File: config.mk
export PLATFORM = sky130hd
export DESIGN_NAME = message_arbiter
export DESIGN_NICKNAME = d
export VERILOG_FILES = /design/src/rtl/message_arbiter.sv
export SDC_FILE = /design/constraint.sdc
export NUM_CORES = 1
export LEC_CHECK = 0
export CORE_AREA = 2 2 699 701
export CTS_CLUSTER_SIZE = 12
export DETAILED_ROUTE_END_ITERATION = 16
export DIE_AREA = 0 0 701 703
export GPL_TIMING_DRIVEN = 1
export SYNTH_ARGS = -nofsm -noshare
export SYNTH_HDL_FRONTEND = slang
export SYNTH_SLANG_ARGS = --single-unit
File: constraint.sdc
create_clock -name clk -period 2 [get_ports clk]
set_input_delay 0.4 -clock clk [delete_from_list [all_inputs] [get_ports clk]]
set_output_delay 0.4 -clock clk [all_outputs]
set_load 0.01 [all_outputs]
File: src/rtl/message_arbiter.sv
// Round-robin arbiter sharing one message_build between ch0/ch1, one whole message per grant.
// Grant takes 1 cycle from IDLE; transfers then pass through combinationally with readies routed to the granted channel only.
module message_arbiter #(
  parameter int DATA_W = 512,
  parameter int SIZE_W = 64,
  parameter int CNT_W  = 16
) (
  input  logic              clk,
  input  logic              nrst,
  input  logic [SIZE_W-1:0] ch0_cfg_size,
  input  logic [1:0]        ch0_cfg_scheme,
  input  logic              ch0_cfg_last,
  input  logic              ch0_cfg_valid,
  output logic              ch0_cfg_ready,
  input  logic [DATA_W-1:0] ch0_data,
  input  logic              ch0_data_last,
  input  logic              ch0_data_valid,
  output logic              ch0_data_ready,
  input  logic [SIZE_W-1:0] ch1_cfg_size,
  input  logic [1:0]        ch1_cfg_scheme,
  input  logic              ch1_cfg_last,
  input  logic              ch1_cfg_valid,
  output logic              ch1_cfg_ready,
  input  logic [DATA_W-1:0] ch1_data,
  input  logic              ch1_data_last,
  input  logic              ch1_data_valid,
  output logic              ch1_data_ready,
  output logic [SIZE_W-1:0] cfg_size,
  output logic [1:0]        cfg_scheme,
  output logic              cfg_last,
  output logic              cfg_valid,
  input  logic              cfg_ready,
  output logic [DATA_W-1:0] data_in,
  output logic              data_in_last,
  output logic              data_in_valid,
  input  logic              data_in_ready,
  output logic              grant_id,
  output logic              busy,
  output logic [CNT_W-1:0]  msg_count0,
  output logic [CNT_W-1:0]  msg_count1
);

  typedef enum logic {IDLE = 1'b0, ACTIVE = 1'b1} state_e;

  state_e           state_q, state_d;
  logic             grant_q, grant_d;
  logic             rr_q, rr_d;
  logic             cfg_done_q, cfg_done_d;
  logic             data_done_q, data_done_d;
  logic [CNT_W-1:0] cnt0_q, cnt0_d;
  logic [CNT_W-1:0] cnt1_q, cnt1_d;

  logic req0, req1, active, cfg_open, data_open;
  logic cfg_hs, data_last_hs;

  assign req0      = ch0_cfg_valid | ch0_data_valid;
  assign req1      = ch1_cfg_valid | ch1_data_valid;
  assign active    = (state_q == ACTIVE);
  // Each path closes independently once its part of the message has been forwarded.
  assign cfg_open  = active & ~cfg_done_q;
  assign data_open = active & ~data_done_q;

  assign cfg_size      = grant_q ? ch1_cfg_size   : ch0_cfg_size;
  assign cfg_scheme    = grant_q ? ch1_cfg_scheme : ch0_cfg_scheme;
  assign cfg_last      = grant_q ? ch1_cfg_last   : ch0_cfg_last;
  assign cfg_valid     = cfg_open & (grant_q ? ch1_cfg_valid : ch0_cfg_valid);
  assign data_in       = grant_q ? ch1_data      : ch0_data;
  assign data_in_last  = grant_q ? ch1_data_last : ch0_data_last;
  assign data_in_valid = data_open & (grant_q ? ch1_data_valid : ch0_data_valid);

  assign ch0_cfg_ready  = cfg_open  & ~grant_q & cfg_ready;
  assign ch1_cfg_ready  = cfg_open  &  grant_q & cfg_ready;
  assign ch0_data_ready = data_open & ~grant_q & data_in_ready;
  assign ch1_data_ready = data_open &  grant_q & data_in_ready;

  assign cfg_hs       = cfg_valid & cfg_ready;
  assign data_last_hs = data_in_valid & data_in_ready & data_in_last;

  assign grant_id   = grant_q;
  assign busy       = active;
  assign msg_count0 = cnt0_q;
  assign msg_count1 = cnt1_q;

  always_comb begin
    state_d     = state_q;
    grant_d     = grant_q;
    rr_d        = rr_q;
    cfg_done_d  = cfg_done_q;
    data_done_d = data_done_q;
    cnt0_d      = cnt0_q;
    cnt1_d      = cnt1_q;
    case (state_q)
      IDLE: begin
        if (req0 | req1) begin
          grant_d     = (req0 & req1) ? rr_q : req1;
          cfg_done_d  = 1'b0;
          data_done_d = 1'b0;
          state_d     = ACTIVE;
        end
      end
      ACTIVE: begin
        if (cfg_hs)       cfg_done_d  = 1'b1;
        if (data_last_hs) data_done_d = 1'b1;
        // Completion includes a final handshake landing in this same cycle.
        if (cfg_done_d & data_done_d) begin
          state_d = IDLE;
          rr_d    = ~grant_q;
          if (grant_q) cnt1_d = cnt1_q + CNT_W'(1);
          else         cnt0_d = cnt0_q + CNT_W'(1);
        end
      end
    endcase
  end

  always_ff @(posedge clk or negedge nrst) begin
    if (!nrst) begin
      state_q     <= IDLE;
      grant_q     <= 1'b0;
      rr_q        <= 1'b0;
      cfg_done_q  <= 1'b0;
      data_done_q <= 1'b0;
      cnt0_q      <= '0;
      cnt1_q      <= '0;
    end else begin
      state_q     <= state_d;
      grant_q     <= grant_d;
      rr_q        <= rr_d;
      cfg_done_q  <= cfg_done_d;
      data_done_q <= data_done_d;
      cnt0_q      <= cnt0_d;
      cnt1_q      <= cnt1_d;
    end
  end

endmodule

* Yosys cells after proc, flatten, opt, wreduce, memory -nomap -nowiden
Index checks and enable logic that the tools add are counted.
** Cells by class
- Reduce and logical (&&, ||, !) cells :: 4
- Eq/ne operators :: 1
- Bitwise operators :: 24
- $add $sub $neg :: 2
- Muxes and demuxes :: 18
** Operators by type and width (count)
- 512-bit two-way mux :: 1
- 64-bit two-way mux :: 1
- 16-bit by 1-bit adder with 16-bit output, second input constant :: 2
- 1-bit bitwise AND :: 17
- 1-bit two-way mux :: 12
- 1-bit one-hot mux with 2 select lines :: 3
- 3-bit AND reduction :: 2
- 1-bit inverter :: 4
- 2-bit AND reduction :: 2
- 1-bit OR :: 3
- 2-bit two-way mux :: 1
- 2-bit inequality test, second input constant :: 1
** Word-level totals
- Input port bits :: 1168
- Logic and storage cells :: 56
- Output and inout bits :: 620
- Register bits :: 37

* Depth between registers and ports, before layout
Gate-level depths: netlist of the first run.
- Depth after elaboration :: 10
- Gate-level depth with buffers :: 6
- Depth with buffers taken out :: 5

* Worst setup path after synthesis of the first run
OpenSTA, ideal clock, no wires.
- Path kind :: flip-flop to output port
- Start :: register grant_q, in the netlist grant_id
- End :: output port data_in[412]
- Data required time :: 1.600 ns
- Arrival time :: 1.502 ns
- Setup slack :: 0.098 ns
- Cell stages (with the launch flop) :: 6
- Path buffers :: 4
- Cells stage by stage :: dfrtp_1 > buf_4 > buf_2 > buf_2 > buf_2 > mux2_2
** Between the ends
- Longest elaborated chain between the ends :: 1
** RTL lines
- start: declaration :: line 46 : logic grant_q, grant_d;
- start signal: assignment :: line 126 : grant_q <= grant_d;
- 512-bit two-way mux :: line 67 : assign data_in = grant_q ? ch1_data : ch0_data;
- end: declaration :: line 33 : output logic [DATA_W-1:0] data_in,
No other way between the ends.

* Worst setup path in the final report of the first run
- Start :: register grant_q, in the netlist grant_id
- End :: output port data_in[296]
The elaborated chain is that of the path after synthesis.

==> metrics.cfg, run 1 <==
[route]
first_pass_iters = 5
wl_per_cell_um = 49.2
ant_nets = 0
routed-via-count = 19664
initialDrtViolationCount = 1034
routed_wl_mm = 458
viasPerCell = 2.11
drc = 0

[synthesis]
synthTopCellsByCount = mux2_2 (582), buf_2 (61), dfrtp_1 (37)
synthTopCellsByArea = mux2_2 (76%), dfrtp_1 (11%), buf_2 (3.5%)
synth_top_area_cell = mux2_2
synth_compound_area_share_pct = 0.998
synth_mux_area_share_pct = 76.2
syn_nets = 1984
syn_avg_cell_area_um2 = 10.6
syn_inst = 814
synth_top_cell_area_share_pct = 75.8
synth-simple-area-share_pct = 4.72
async_flop_share_pct = 100
synth_edf_count = 0
synth_top_flop_cell = dfrtp_1
ys_types = 37
synth_top_family_by_area = multiplexers
ys_seq_elements = 37
synth.most_common_cell = mux2_2
syn_area_mm2 = 0.00865
synthAdderAreaFrac_pct = 0.289
synth_xor_area_share_pct = 3.04
synth_seq_area_share_pct = 10.7
synth_warnings = 0

[sta]
slew_viol_final = 0
worst_pin_slew_ps = 728
fmax_ghz = 0.388
period_minus_slack_ps = 2580
slew_headroom_pct = 51.0
setup_ws_ps = -575
fin_skew_ps = 12.1
setup-violations-final = 622
post-route-period-util_pct = 129
rsz0062_at_grt = true
hold_viol = 0

[layout]
layout-drive-gt1-share_pct = 47.9
area_delta_synth_final_pct = 352
fin_util_pct = 8.07
finish.net_count = 3902
instances_no_fill = 9319

[outcome]
status = finished, violations left
violations = negative setup slack

[setup_path]
worstPathRequired_ps = 1600
crit_top_cell = buf_12
cp-end-kind = output port
worstPathArrival_ps = 2180
worstSetupStartpointType = register
cpPeakStageDelay_ps = 540
cp_slowest_cell = dfrtp_4
worstPathCellList = buf_12, buf_12, buf_16, buf_12, buf_12, mux2_4, buf_12
critPathTopFamily = buffers and inverters
worstPathMaxFanout = 5
worst-r2r-cell-count = 10
path_class = register to output port
crit_cells = 7
path_buf_inv = 6

[die]
coreArea_mm2 = 0.485
die_width_um = 701
die-area_mm2 = 0.493
die_h_um = 703
io_pins = 1788
start_util_pct = 1.78
std_cell_rows = 256

[global_routing]
grtUsageTotal_pct = 17.8
overflow = 0
grt_start_max_net_pins = 38
grt_pass1_vias = 16896
antenna_found_initial = 640
grt_first_pass_wirelength_mm = 490

[pwr]
seq_power_share_pct = 2.8
p_comb_share_pct = 94.6
internal_power_uw = 20800
leakage_uw = 0.0139
powerDensity_mw_per_mm2 = 1070
peakVddDrop_mv = 0.655
finalPower_uw = 41700
p_sw_share_pct = 50.1
p_switching_uw = 20900
power_frac_clock_pct = 2.5

[placed_design]
place.gp.congestion = 1.19
dpl.hpwl_mm = 439
port_buffers = 1787
placed_cells = 9049

[clock_network]
clk_path_buf_depth = 2
postCtsHoldBufs = 0
numCtsBuffers = 5
clk_latency_ps = 340
clk_pin_slew_worst_paths_ps = 80
cts_tree = done
cts_num_sinks = 37
cts-root-buf = clkbuf_16
ctsHtreeMaxLevel = 2

[min_path]
hold_path.class = input port to asynchronous set/reset pin

[job]
maxCapViolations = 0

## worst paths after layout
path,startpoint,end,slack (ps)
worst max-delay path,grant_id,data_in[296],-580
worst min-delay path,nrst,msg_count1[5],130
worst max register to register,grant_id,msg_count1[1],-500
worst min register to register,msg_count0[15],msg_count0[15],490
max in group asynchronous,nrst,grant_id,1340
min in group clk,msg_count0[15],msg_count0[15],490
## routing by layer
| metal | part of all wire [%] | wire, um | track usage, % | vias to the layer above |
|---|---|---|---|---|
| li1 | - | - | - | 7063 |
| met1 | 31 | 140000 | 16.1 | 8553 |
| met2 | 47 | 213000 | 29.9 | 2501 |
| met3 | 19 | 87300 | 15.1 | 1275 |
| met4 | 3.4 | 15700 | 4.45 | 272 |
| met5 | 0.47 | 2150 | 0 | - |
## flip-flops by register name, summed over array words and instances, names as in the netlist
| register | count |
|---|---|
| grant_id | 1 |
| data_done_q | 1 |
| msg_count0 | 16 |
| msg_count1 | 16 |
| cfg_done_q | 1 |
| rr_q | 1 |
| busy | 1 |
## cells by family (layout without fill, tap and decap cells)
family	count (synthesis)	in the layout
AND/OR/NAND/NOR	78	78
multiplexers	585	585
other	0	136
flip-flops	37	37
adder cells (fa/ha/maj)	2	2
AO/OA/AOI/OAI	10	10
buffers and inverters	72	1991
XOR/XNOR	30	30
## per-stage QoR
stage               area (um2)  setup TNS (ps)  setup WS (ps)  hold slack [ps]
global placement         36100         -104090          -1280              465
global route             39000         -272470           -598              168
CTS                      37500         -315680           -706              144
finish                   39100         -238630           -575              128
detailed placement       36100         -107850          -1280              478
floorplan                 8650               0           97.7              104
## cell usage in the layout, fill, tap and decap left out, types with 19 or more instances in the layout
| cell type | synthesis | final |
|---|---|---|
| buf_12 | 0 | 198 |
| dfrtp_1 | 37 | 36 |
| xnor2_1 | 19 | 19 |
| buf_6 | 0 | 146 |
| buf_4 | 1 | 248 |
| mux2_2 | 582 | 499 |
| dlymetal6s2s_1 | 0 | 62 |
| clkdlybuf4s50_1 | 0 | 1181 |
| buf_2 | 61 | 25 |
| clkbuf_2 | 0 | 26 |
| mux2_4 | 1 | 84 |
| diode_2 | 0 | 136 |
| dlygate4sd2_1 | 0 | 34 |
| buf_16 | 0 | 21 |
## power by group through the flow
stage | clock network, uW | registers [uW] | logic, uW
2_1_floorplan | 0 | 1110 | 9970
3_3_place_gp | 0 | 1150 | 34700
3_5_place_dp | 0 | 1160 | 34700
4_1_cts | 1130 | 1170 | 38000
5_1_grt | 1120 | 1200 | 41700
6_report | 1060 | 1180 | 39500
## what timing repair did
action / CTS / global route
gates cloned: 17 / 12
pin swaps: 7 / 2
gates resized for setup: 475 / 429
endpoints found under the setup margin: 619 / 622
setup buffers: 49 / 62
## area by class of cell
class | count | area [um2]
Multi-Input combinational cell | 705 | 7780
Clock inverter | 3 | 46.3
Fill cell | 56416 | 446000
Timing Repair Buffer | 1977 | 21800
Antenna cell | 136 | 340
Inverter | 6 | 22.5
Sequential cell | 37 | 930
Tap cell | 6450 | 8070
Clock buffer | 5 | 125
Note: power is estimated with default switching activity, not from simulation.
==> run 2: changes to the inputs <==
Settings changed: CORE_AREA 2 2 699 701 to 10 10 687 689, DIE_AREA 0 0 701 703 to 0 0 697 699.
==> run 2 against run 1 <==
The flow still finishes with violations (negative setup slack). Combinational power down 20%. Hold slack better by 39 ps. Maximum frequency down 4.3%. Sequential power about the same. Utilization down 0.24 points. Die area down 1.1%. Via count down 2.9%. Total power down 19%. Global-route usage down 0.21 points. Register-to-register slack better by 70 ps. Critical endpoint is now data_in[414]. Largest power group unchanged.
==> metrics.cfg, run 2 (synthesis results as in run 1) <==
[layout]
mostFrequentLayoutCell = clkdlybuf4s50_1
final_cell_mix = clkdlybuf4s50_1 (1250), mux2_2 (557), buf_4 (359)
layout-drive-gt1-share_pct = 44.4  ; -3.6 points
finish.net_count = 3847  ; -1.4%
area_delta_synth_final_pct = 315

[sta]
fin_skew_ps = 6.46  ; -5.67 ps
slew_viol_final = 0  ; unchanged
rsz0062_at_grt = true
period_minus_slack_ps = 2690  ; +116 ps
setup_tns_ps = -283570  ; -44940 ps
post-route-period-util_pct = 135  ; +5.8 points
whs_ps = 167  ; +39.0 ps
hold_viol = 0  ; unchanged
fmax_ghz = 0.372  ; -4.3%
worst_pin_slew_ps = 759  ; +30.7 ps
setup_ws_ps = -691  ; -116 ps
slew_headroom_pct = 49.4  ; -1.6 points
setup-violations-final = 621  ; -0.16%

[pwr]
p_sw_share_pct = 51.6  ; +1.5 points
internal_power_uw = 16300  ; -22%
seq_power_share_pct = 3.5  ; +0.7 points
leakage_uw = 0.0123  ; -11%
power_frac_clock_pct = 2.4  ; about the same
peakVddDrop_mv = 0.630  ; -3.9%
powerDensity_mw_per_mm2 = 940  ; -12%
p_switching_uw = 17400  ; -17%
p_comb_share_pct = 94.1  ; -0.5 points

[job]
maxCapViolations = 0  ; unchanged

[route]
viasPerCell = 2.13  ; +1.1%
drc = 0  ; unchanged
routed_wl_mm = 450  ; -1.7%
first_pass_iters = 5  ; unchanged
ant_nets = 0  ; unchanged
wl_per_cell_um = 50.3  ; +2.3%
initialDrtViolationCount = 1209  ; +17%
routed-via-count = 19100  ; -2.9%

[outcome]
violations = negative setup slack
status = finished, violations left

[setup_path]
cp-end-kind = output port
worstPathArrival_ps = 2290  ; +110 ps
worstSetupStartpointType = register
cp_slowest_cell = dfrtp_4
worstPathRequired_ps = 1600  ; about the same
path_class = register to output port
worstPathMaxFanout = 13  ; +8
critPathTopFamily = buffers and inverters
path_buf_inv = 3  ; -3
r2r_slack_ps = -430  ; +70 ps
worstPathCellList = buf_12, buf_4, mux2_2, clkdlybuf4s50_1
cpPeakStageDelay_ps = 560  ; +20 ps

[clock_network]
clk_pin_slew_worst_paths_ps = 60  ; -20 ps
postCtsHoldBufs = 0  ; unchanged
clk_path_buf_depth = 2  ; unchanged
ctsHtreeMaxLevel = 2  ; unchanged
cts_tree = done
clk_latency_ps = 290  ; -50 ps
cts-root-buf = clkbuf_16
cts_num_sinks = 37  ; unchanged
numCtsBuffers = 5  ; unchanged

[global_routing]
grt_pass1_vias = 17012  ; +0.69%
grtUsageTotal_pct = 17.6  ; -0.21 points
grt_first_pass_wirelength_mm = 488  ; -0.31%
grt_start_max_net_pins = 81  ; +110%
antenna_found_initial = 668  ; +4.4%
overflow = 0  ; unchanged

[die]
coreArea_mm2 = 0.458  ; -5.5%
std_cell_rows = 249  ; -2.7%
io_pins = 1788  ; unchanged
die_width_um = 697  ; -0.57%
die_h_um = 699  ; -0.57%
die-area_mm2 = 0.487  ; -1.1%
start_util_pct = 1.89  ; +0.10 points

[min_path]
hold_path.class = input port to asynchronous set/reset pin

[placed_design]
place.gp.congestion = 1.06  ; -11%
dpl.hpwl_mm = 438  ; -0.25%
port_buffers = 1787  ; unchanged

-- run 2: cell count changes in the layout (fill, tap and decap cells not counted), sizes merged --
cell           delta
buf             -114
bufbuf            -1
bufinv            -1
clkbuf           +18
clkdlybuf4s15    -14
clkdlybuf4s50    +69
clkinv            +2
clkinvlp          -1
diode            -11
dlygate4sd2       +4
dlymetal6s2s     -17
-- run 2: through the flow --
step	std cells	power [uW]	instance area, um2	utilization [%]	worst slack, ps
after floorplan	814	11100	8650	-	97.7
after global placement	8783	32000	34900	7.62	-808
after detailed placement	8783	31900	34900	7.62	-830
after CTS	8800	33400	35200	7.69	-705
after global routing	8880	35500	35700	7.78	-693
final	8952	33700	35800	7.82	-691
-- run 2: layout make-up --
type	instances	area, um2
Fill cell	53452	422000
Antenna cell	125	313
Clock buffer	5	125
Multi-Input combinational cell	705	7470
Inverter	6	22.5
Tap cell	6149	7690
Sequential cell	37	930
Clock inverter	3	22.5
Timing Repair Buffer	1922	19300
-- run 2: final timing paths --
path	cells past startpoint	start	to
setup / recovery	4	grant_id	data_in[414]
hold / removal	1	nrst	msg_count1[7]
setup reg to reg	8	grant_id	msg_count1[15]
hold reg to reg	1	msg_count1[15]	msg_count1[15]
max in group asynchronous	2	nrst	msg_count1[12]
min in group clk	1	msg_count1[15]	msg_count1[15]
-- run 2: power groups by stage --
stage,Combinational [uW],Clock (uW),Sequential (uW)
after CTS,31400,825,1180
after floorplan,9970,0,1110
final,31700,804,1180
after detailed placement,30700,0,1180
after global placement,30800,0,1180
after global routing,33400,858,1210
-- run 2: per-layer routing --
metal	GRT usage [%]	share of wire (%)
met2	31.6	49
met4	1.30	2.4
met5	0	0.42
met1	14.8	29
met3	16.1	19
-- run 2: timing repair --
| item | 4_1_cts | 5_1_grt |
|---|---|---|
| buffers inserted | 6 | 23 |
| cloned | 3 | 5 |
| endpoints found under the setup margin | 623 | 621 |
| pin swaps | 1 | 0 |
| resized for setup | 235 | 266 |
==> run 3: changes to the inputs <==
Settings changed: HOLD_SLACK_MARGIN set to 0.12.
==> results of run 3 <==
Final layout, timing and power as in run 2 (identical DEF).
